### src/rtl/pipe_ctrl.sv
// pipe_ctrl -- central stall/flush controller for the 5-stage pipeline
// (F, D, A, C, W).
//
// Responsibilities:
//   * merge instruction/data cache stalls into a full front-end freeze
//   * sequence an iterative MDU op by holding the A stage for MDU_LAT cycles
//   * squash the wrong-path D instruction on a taken branch resolved in A
//   * insert bubbles for load-use hazards the A-stage bypass cannot cover
//
// Parameters:
//   MDU_LAT            total cycles an MDU op occupies A (2..255)
//
// Ports:
//   clock, reset       rising-edge clock, asynchronous active-high reset
//   icache_stall       instruction cache miss pending
//   dcache_stall       data cache miss pending
//   fd_read_sel1/2     source registers of the instruction in D
//   fd_uses_rs1/2      D instruction really reads that source
//   da_is_load         instruction in A is a load
//   da_write_sel       destination register of the instruction in A
//   da_is_mdu          instruction in A is an MDU op
//   ac_is_load         instruction in C is a load
//   ac_write_sel       destination register of the instruction in C
//   a_branch_taken     branch/jump resolved taken in A
//   stall_f/d/a        hold the corresponding pipeline register
//   bubble_a           load a NOP into the D->A register
//   bubble_c           load a NOP into the A->C register
//   flush_fd           squash the F->D register
//   mdu_start          one-cycle start pulse to the MDU
//   mdu_busy           controller is in state BUSY
//   perf_stall_cycles  cycles with stall_d=1       (PIPE_CTRL_PERF_EN only)
//   perf_flushes       cycles with flush_fd=1      (PIPE_CTRL_PERF_EN only)
//
// Optional feature: define PIPE_CTRL_PERF_EN to add the two 32-bit wrapping
// performance counters and their output ports.

module pipe_ctrl #(
    parameter int MDU_LAT = 32
) (
    input  logic        clock,
    input  logic        reset,
    input  logic        icache_stall,
    input  logic        dcache_stall,
    input  logic [4:0]  fd_read_sel1,
    input  logic [4:0]  fd_read_sel2,
    input  logic        fd_uses_rs1,
    input  logic        fd_uses_rs2,
    input  logic        da_is_load,
    input  logic [4:0]  da_write_sel,
    input  logic        da_is_mdu,
    input  logic        ac_is_load,
    input  logic [4:0]  ac_write_sel,
    input  logic        a_branch_taken,
    output logic        stall_f,
    output logic        stall_d,
    output logic        stall_a,
    output logic        bubble_a,
    output logic        bubble_c,
    output logic        flush_fd,
    output logic        mdu_start,
    output logic        mdu_busy
`ifdef PIPE_CTRL_PERF_EN
    ,
    output logic [31:0] perf_stall_cycles,
    output logic [31:0] perf_flushes
`endif
);

    localparam logic [0:0] RUN  = 1'b0;
    localparam logic [0:0] BUSY = 1'b1;

    // The start cycle and the release cycle are not counted by cnt, so the
    // counter only covers the MDU_LAT-2 hold cycles in between.
    localparam logic [7:0] CNT_INIT = 8'(MDU_LAT - 2);

    logic [0:0] state_q, state_d;
    logic [7:0] cnt_q, cnt_d;
    logic       init_q;

    logic cacheStall;
    logic rs1HitA, rs2HitA, rs1HitC, rs2HitC;
    logic loadUseHazard;

    assign cacheStall = icache_stall | dcache_stall;

    // A source only matters if it is really read and is not x0.
    assign rs1HitA = fd_uses_rs1 && (fd_read_sel1 != 5'd0) && (fd_read_sel1 == da_write_sel);
    assign rs2HitA = fd_uses_rs2 && (fd_read_sel2 != 5'd0) && (fd_read_sel2 == da_write_sel);
    assign rs1HitC = fd_uses_rs1 && (fd_read_sel1 != 5'd0) && (fd_read_sel1 == ac_write_sel);
    assign rs2HitC = fd_uses_rs2 && (fd_read_sel2 != 5'd0) && (fd_read_sel2 == ac_write_sel);

    assign loadUseHazard = (da_is_load && (rs1HitA || rs2HitA)) ||
                           (ac_is_load && (rs1HitC || rs2HitC));

    // init_q masks every output in the first cycle after reset, so nothing
    // the pipeline presents while it is still settling can start an op.
    assign mdu_busy = (state_q == BUSY) && !init_q;

    // Priority chain: cache stall, MDU sequencing, branch flush, load-use.
    // While BUSY the A stage holds the MDU op, so branches and load-use
    // checks are not evaluated; on the release cycle (cnt=0) da_is_mdu is
    // ignored so the finishing op is not restarted.
    always_comb begin
        stall_f   = 1'b0;
        stall_d   = 1'b0;
        stall_a   = 1'b0;
        bubble_a  = 1'b0;
        bubble_c  = 1'b0;
        flush_fd  = 1'b0;
        mdu_start = 1'b0;
        state_d   = state_q;
        cnt_d     = cnt_q;
        if (!init_q) begin
            if (cacheStall) begin
                stall_f = 1'b1;
                stall_d = 1'b1;
                stall_a = 1'b1;
            end else if (state_q == BUSY) begin
                if (cnt_q != 8'd0) begin
                    stall_f  = 1'b1;
                    stall_d  = 1'b1;
                    stall_a  = 1'b1;
                    bubble_c = 1'b1;
                    cnt_d    = cnt_q - 8'd1;
                end else begin
                    state_d = RUN;
                end
            end else if (da_is_mdu) begin
                mdu_start = 1'b1;
                stall_f   = 1'b1;
                stall_d   = 1'b1;
                stall_a   = 1'b1;
                bubble_c  = 1'b1;
                state_d   = BUSY;
                cnt_d     = CNT_INIT;
            end else if (a_branch_taken) begin
                flush_fd = 1'b1;
                bubble_a = 1'b1;
            end else if (loadUseHazard) begin
                stall_f  = 1'b1;
                stall_d  = 1'b1;
                bubble_a = 1'b1;
            end
        end
    end

    // State, MDU counter and the post-reset output mask.
    always_ff @(posedge clock or posedge reset) begin
        if (reset) begin
            state_q <= RUN;
            cnt_q   <= 8'd0;
            init_q  <= 1'b1;
        end else begin
            state_q <= state_d;
            cnt_q   <= cnt_d;
            init_q  <= 1'b0;
        end
    end

`ifdef PIPE_CTRL_PERF_EN
    logic [31:0] perfStall_q;
    logic [31:0] perfFlush_q;

    // Event counters; they wrap naturally at 2^32.
    always_ff @(posedge clock or posedge reset) begin
        if (reset) begin
            perfStall_q <= 32'd0;
            perfFlush_q <= 32'd0;
        end else begin
            perfStall_q <= perfStall_q + {31'd0, stall_d};
            perfFlush_q <= perfFlush_q + {31'd0, flush_fd};
        end
    end

    assign perf_stall_cycles = perfStall_q;
    assign perf_flushes      = perfFlush_q;
`endif

endmodule

### config.mk
export PLATFORM = sky130hd
export DESIGN_NAME = pipe_ctrl
export DESIGN_NICKNAME = d
export VERILOG_FILES = /design/src/rtl/pipe_ctrl.sv
export SDC_FILE = /design/constraint.sdc
export NUM_CORES = 1
export LEC_CHECK = 0
export BUFFER_PORTS_ARGS = -buffer_cell sky130_fd_sc_hd__clkbuf_2
export CAP_MARGIN = 5
export CORE_MARGIN = 2
export CORE_UTILIZATION = 45
export DETAILED_ROUTE_END_ITERATION = 7
export PLACE_DENSITY = 0.77
export SLEW_MARGIN = 25
export SYNTH_ARGS = -nofsm -noshare
export SYNTH_HDL_FRONTEND = slang
export SYNTH_SLANG_ARGS = --single-unit
### constraint.sdc
create_clock -name clock -period 2.5 [get_ports clock]
set_input_delay 0.25 -clock clock [delete_from_list [all_inputs] [get_ports clock]]
set_output_delay 0.25 -clock clock [all_outputs]
set_load 0.01 [all_outputs]
==> results.sh, run 1 <==
export IMPL_status="finished, final reports clean"
export IMPL_globalRouteOverflowTotal=0
export IMPL_gp_congestion=0.904
export IMPL_ys_ff_latch=10
export IMPL_ir_worst_vdd_v=0.000276
export IMPL_finalSetupTns_ps=0
export IMPL_max_slew_margin=0.623
export IMPL_worstReg2RegEnd="cnt_q[3]"
export IMPL_ys_seq_area_frac=0.292
export IMPL_crit_fanout=8
export IMPL_worst_pin_slew_ps=562
export IMPL_hold_class="in2reg"
export IMPL_drv_cap=0
export IMPL_synth_adder_area_share=0.0291
export IMPL_io_pins=38
export IMPL_r2r_cells=5
export IMPL_reg2reg_from="cnt_q[2]"
export IMPL_worstPathArrival_ps=2000
export IMPL_yosys_area_share_simple=0.273
export IMPL_layout_common_cells="37 x clkbuf_2, 14 x xor2_1, 12 x xnor2_1, 11 x nor2_1, 9 x dfrtp_1"
export IMPL_async_flop_share=1.00
export IMPL_muxShareOfSynthArea=0
export IMPL_crit_type="reg2out"
export IMPL_syn_nets=133
export IMPL_nFillCells=176
export IMPL_critPathSlowestCell="o32a_4"
export IMPL_multi_input_area_um2=572
export IMPL_syn_inst=101
export IMPL_postSynthAreaPerCell_um2=8.52
export IMPL_cts_max_level=1
export IMPL_grt_max_degree=11
export IMPL_insertion_delay_ps=270
export IMPL_synth_top_family_by_area="simple AND/OR/NAND/NOR gates"
export IMPL_syn_area_um2=861
export IMPL_setup_slack_ps=251
export IMPL_grt_pass1_wl_um=3150
export IMPL_yosys_area_share_xor_xnor=0.265
export IMPL_wl_um=1950
export IMPL_grt_pass1_vias=765
export IMPL_busiest_layer="met2"
export IMPL_synth_warnings=0
export IMPL_path_clk_slew_ps=70
export IMPL_rrSetupSlack_ps=770
export IMPL_cts_resized=0
export IMPL_wire_per_inst_um=11.7
export IMPL_cts_buffers=3
export IMPL_min_period_ps=2250
export IMPL_pre_cts_slack_ps=536
export IMPL_crit_chain="or3_4, o32a_4, nor3_2, nor2_1, nand3b_1, clkbuf_2"
export IMPL_route_detailed_drc=0
export IMPL_hp_start="da_is_mdu"
export IMPL_die_h_um=47.7
export IMPL_die_area_um2=2280
export IMPL_drv_slew=0
export IMPL_dp_hpwl_um=1690
export IMPL_cts_root_buf="clkbuf_4"
export IMPL_fin_crit_sh=0.899
export IMPL_ys_types=26
export IMPL_max_clock_path_buffers=2
export IMPL_cpPeakStageDelay_ps=430
export IMPL_whs_path_depth=3
export IMPL_dieWidth_um=47.7
export IMPL_total_power_mw=0.668
export IMPL_dr_pass1_iters=4
export IMPL_path_buf_inv=1
export IMPL_synth_ff_type="dfrtp_1"
export IMPL_p_leak_nw=0.523
export IMPL_timing_critical_path_max_delay_family="simple AND/OR/NAND/NOR gates"
export IMPL_syn_to_final_growth_pct=29.7
export IMPL_critPathRequiredTime_ps=2250
export IMPL_synth_compound_area_frac=0.0930
export IMPL_fmax_ghz=0.445
export IMPL_use_met2=0.336
export IMPL_final_common_cell="clkbuf_2"
export IMPL_p_per_area_nw_per_um2=599
export IMPL_rsz0062_at_grt="false"
export IMPL_start_util=0.488
export IMPL_grt_util_met3=0.0566
export IMPL_synth_edf_count=0
export IMPL_vias=846
export IMPL_core_um2=1760
export IMPL_ff_latch_area_um2=251
export IMPL_hold_violations=0
export IMPL_portBuffers=37
export IMPL_hold_slack_ps=359
export IMPL_cts_sinks=10
export IMPL_clock_skew_ps=0.338
export IMPL_drtIter0Drc=8
export IMPL_routed_via_density=5.07
export IMPL_antenna_found_initial=0
export IMPL_antenna_left=0
export IMPL_num_rows=15
export IMPL_gr_usage_met1=0.237
export IMPL_start_kind="register"
export IMPL_setup_violations=0
export IMPL_cts_tree="yes"
export IMPL_final_nets=175
export IMPL_track_usage=0.206
export IMPL_antenna_cells=0
export IMPL_hold_end="cnt_q[2]"
export IMPL_drive_gt1_frac=0.345
export IMPL_worst_setup_path_end_kind="output port"
kinds of logic after synthesis:
logic type,Yosys count
DFF,10
xor gates and xnor gates,26
buffers and inverters,9
adders and majority gates,2
other,1
and+or+nand+nor,42
AOI/OAI and AO/OA,11
how the worst max path moves through the flow:
stage             start      end  cells past startpoint
4_1_cts        cnt_q[2]  stall_f                      6
5_1_grt        cnt_q[2]  stall_f                      6
6_report       cnt_q[2]  stall_f                      6
3_5_place_dp   cnt_q[2]  stall_d                      6
3_3_place_gp   cnt_q[2]  stall_f                      6
2_1_floorplan  cnt_q[2]  stall_f                      6
timing repair:
action / in CTS / in global routing
setup endpoints to repair: 0 / 0
endpoints found under the hold margin: 9 / 0
buffers inserted: 0 / 0
hold buffers: 1 / 0
registers in the layout, summed over array words and instances (netlist names):
register,count
cnt_q,8
state_q,1
init_q,1
worst register-to-register path, cell delays in order, from the launching register on:
cell and delay, ps:
dfrtp_1 410, or3_4 410, o32a_4 430, nand4b_1 130, xor2_1 160, nand2_1 70
stage by stage:
step,util,cell area [µm²],instances
after floorplan,-,861,101
final,0.633,1120,167
after global routing,0.633,1120,167
after global placement,0.606,1070,162
after detailed placement,0.606,1070,162
after CTS,0.633,1120,167
Yosys cell counts, types with 2 or more instances:
| master | instances | area share |
|---|---|---|
| a31oi_1 | 2 | 0.015 |
| dfrtp_1 | 9 | 0.26 |
| ha_1 | 2 | 0.029 |
| inv_1 | 7 | 0.031 |
| nand2_1 | 5 | 0.022 |
| nand3_1 | 7 | 0.041 |
| nand3b_1 | 2 | 0.017 |
| nand4_1 | 3 | 0.022 |
| nand4b_1 | 2 | 0.020 |
| nor2_1 | 11 | 0.048 |
| nor3_2 | 2 | 0.023 |
| nor4_1 | 4 | 0.029 |
| o211ai_1 | 2 | 0.017 |
| o21ai_0 | 6 | 0.035 |
| or4_1 | 2 | 0.017 |
| xnor2_1 | 12 | 0.12 |
| xor2_1 | 14 | 0.14 |
power breakdown:
part | total [mW] | leakage (nW) | switching, mW | internal [mW]
clock | 0.149 | 0.0210 | 0.0603 | 0.0885
combinational | 0.245 | 0.385 | 0.128 | 0.116
sequential | 0.275 | 0.117 | 0.0521 | 0.223
area by class of cell:
class | count | share of cell area
flip-flops and latches | 10 | 0.225
inverters | 8 | 0.0269
repair buffers | 38 | 0.175
multi-input cells | 82 | 0.512
clock buffers | 4 | 0.0325
well taps | 25 | 0.0280
routing by layer:
| layer | vias up | part of all wire |
|---|---|---|
| li1 | 429 | - |
| met1 | 388 | 0.43 |
| met2 | 22 | 0.50 |
| met3 | 7 | 0.045 |
| met4 | 0 | 0.023 |
| met5 | - | 0 |
Power figures use the tool's default switching activity.
==> run 2, diff against run 1 <==
- BUFFER_PORTS_ARGS: -buffer_cell sky130_fd_sc_hd__clkbuf_2 -> -buffer_cell sky130_fd_sc_hd__buf_2
==> run 2 against run 1 <==
  * Die area is the same
  * Combinational power about the same
  * Flip-flop and latch count unchanged
  * Via count decreased by 0.59%
  * Hold slack improved by 23 ps
  * Register-to-register slack hardly changed
==> results.sh, run 2 (same netlist as run 1, synthesis figures left out) <==
export IMPL_insertion_delay_ps=250
export IMPL_final_nets=175
export IMPL_min_period_ps=2240
export IMPL_crit_start="cnt_q[2]"
export IMPL_antenna_cells=0
export IMPL_setup_violations=0
export IMPL_cts_setup_buffers=0
export IMPL_dp_hpwl_um=1620
export IMPL_grt_util_met3=0.0679
export IMPL_start_kind="register"
export IMPL_antenna_found_initial=0
export IMPL_track_usage=0.185
export IMPL_r2r_cells=5
export IMPL_top_register="cnt_q"
export IMPL_wl_um=1860
export IMPL_hold_class="in2reg"
export IMPL_drv_cap=0
export IMPL_crit_type="reg2out"
export IMPL_num_rows=15
export IMPL_critPathRequiredTime_ps=2250
export IMPL_status="finished, final reports clean"
export IMPL_cts_max_level=1
export IMPL_die_h_um=47.7
export IMPL_largest_reg_flops=8
export IMPL_max_clock_path_buffers=2
export IMPL_globalRouteOverflowTotal=0
export IMPL_cts_tree="yes"
export IMPL_worstPathArrival_ps=1990
export IMPL_max_slew_margin=0.630
export IMPL_antenna_left=0
export IMPL_hold_end="cnt_q[2]"
export IMPL_cts_buffers=3
export IMPL_io_pins=38
export IMPL_core_um2=1760
export IMPL_path_clk_slew_ps=60
export IMPL_syn_to_final_growth_pct=28.5
export IMPL_wire_per_inst_um=11.1
export IMPL_cts_root_buf="clkbuf_4"
export IMPL_gp_congestion=0.903
export IMPL_worstReg2RegEnd="cnt_q[3]"
export IMPL_dieWidth_um=47.7
export IMPL_reg_top3="cnt_q x8, init_q x1, state_q x1"
export IMPL_worst_setup_path_end_kind="output port"
export IMPL_rsz0062_at_grt="false"
export IMPL_vias=841
export IMPL_cts_sinks=10
export IMPL_busiest_layer="met2"
export IMPL_grt_max_degree=11
export IMPL_hold_slack_ps=383
export IMPL_ir_worst_vdd_v=0.000402
export IMPL_grt_pass1_wl_um=2980
export IMPL_finalSetupTns_ps=0
export IMPL_use_met2=0.320
export IMPL_route_detailed_drc=0
export IMPL_drtIter0Drc=4
export IMPL_portBuffers=37
export IMPL_drv_slew=0
export IMPL_layout_common_cells="37 x buf_2, 14 x xor2_1, 12 x xnor2_1, 11 x nor2_1, 9 x dfrtp_1"
export IMPL_final_common_cell="buf_2"
export IMPL_hold_violations=0
export IMPL_whs_path_depth=3
export IMPL_clock_skew_ps=1.69
export IMPL_reg2reg_from="cnt_q[2]"
export IMPL_worst_pin_slew_ps=551
export IMPL_drive_gt1_frac=0.338
export IMPL_grt_pass1_vias=752
export IMPL_p_per_area_nw_per_um2=567
export IMPL_total_power_mw=0.627
export IMPL_gr_usage_met1=0.222
export IMPL_fmax_ghz=0.445
export IMPL_routed_via_density=5.04
export IMPL_crit_fanout=8
export IMPL_fin_crit_sh=0.898
export IMPL_start_util=0.488
export IMPL_hp_start="da_is_mdu"
export IMPL_rrSetupSlack_ps=780
export IMPL_dr_pass1_iters=4
export IMPL_p_leak_nw=0.514
export IMPL_die_area_um2=2280
-- run 2: changes by cell type in the layout (fill, tap and decap cells not counted), sizes merged --
cell | before | now
buf | 0 | 37
clkbuf | 41 | 4
-- run 2: per-layer routing --
metal,share of wire,vias to the layer above
met2,0.50,23
met4,0.018,0
met5,0,-
met3,0.047,4
li1,-,428
met1,0.44,386
-- run 2: critical path: stages (launching register included) --
cell	delay, ps
dfrtp_1	410
or3_4	410
o32a_4	430
nor3_2	110
nor2_1	60
nand3b_1	160
buf_2	150
-- run 2: area by class of cell --
| type | count | area, µm² |
|---|---|---|
| fill | 173 | 658 |
| multi-input combinational | 82 | 572 |
| sequential | 10 | 251 |
| timing repair buffer | 38 | 195 |
| tap | 25 | 31.3 |
| inverter | 8 | 30.0 |
| clock buffer | 4 | 26.3 |
-- run 2: where the power goes --
group	leakage, nW	internal (mW)	total (mW)	switching (mW)
Clock	0.0150	0.0613	0.109	0.0475
Sequential	0.117	0.223	0.275	0.0520
Combinational	0.382	0.117	0.243	0.127
-- run 2: how the worst max path moves through the flow --
stage / endpoint / slack, ps / cells after the start
global placement: stall_d / 560 / 6
detailed placement: stall_f / 530 / 6
global route: stall_f / 160 / 6
CTS: stall_f / 250 / 6
finish: stall_f / 260 / 6
floorplan: stall_f / 450 / 6
-- run 2: stage by stage --
step | setup WS [ps] | cells | area [µm²] | utilization
finish | 255 | 167 | 1110 | 0.627
global placement | 556 | 162 | 1070 | 0.606
floorplan | 449 | 101 | 861 | -
detailed placement | 527 | 162 | 1070 | 0.606
CTS | 247 | 167 | 1110 | 0.627
global route | 159 | 167 | 1110 | 0.627
-- run 2: repair_timing --
item | in CTS | in global routing
hold buffers | 1 | 0
resized for setup | 0 | 0
setup endpoints to repair | 0 | 0
endpoints found under the hold margin | 9 | 0
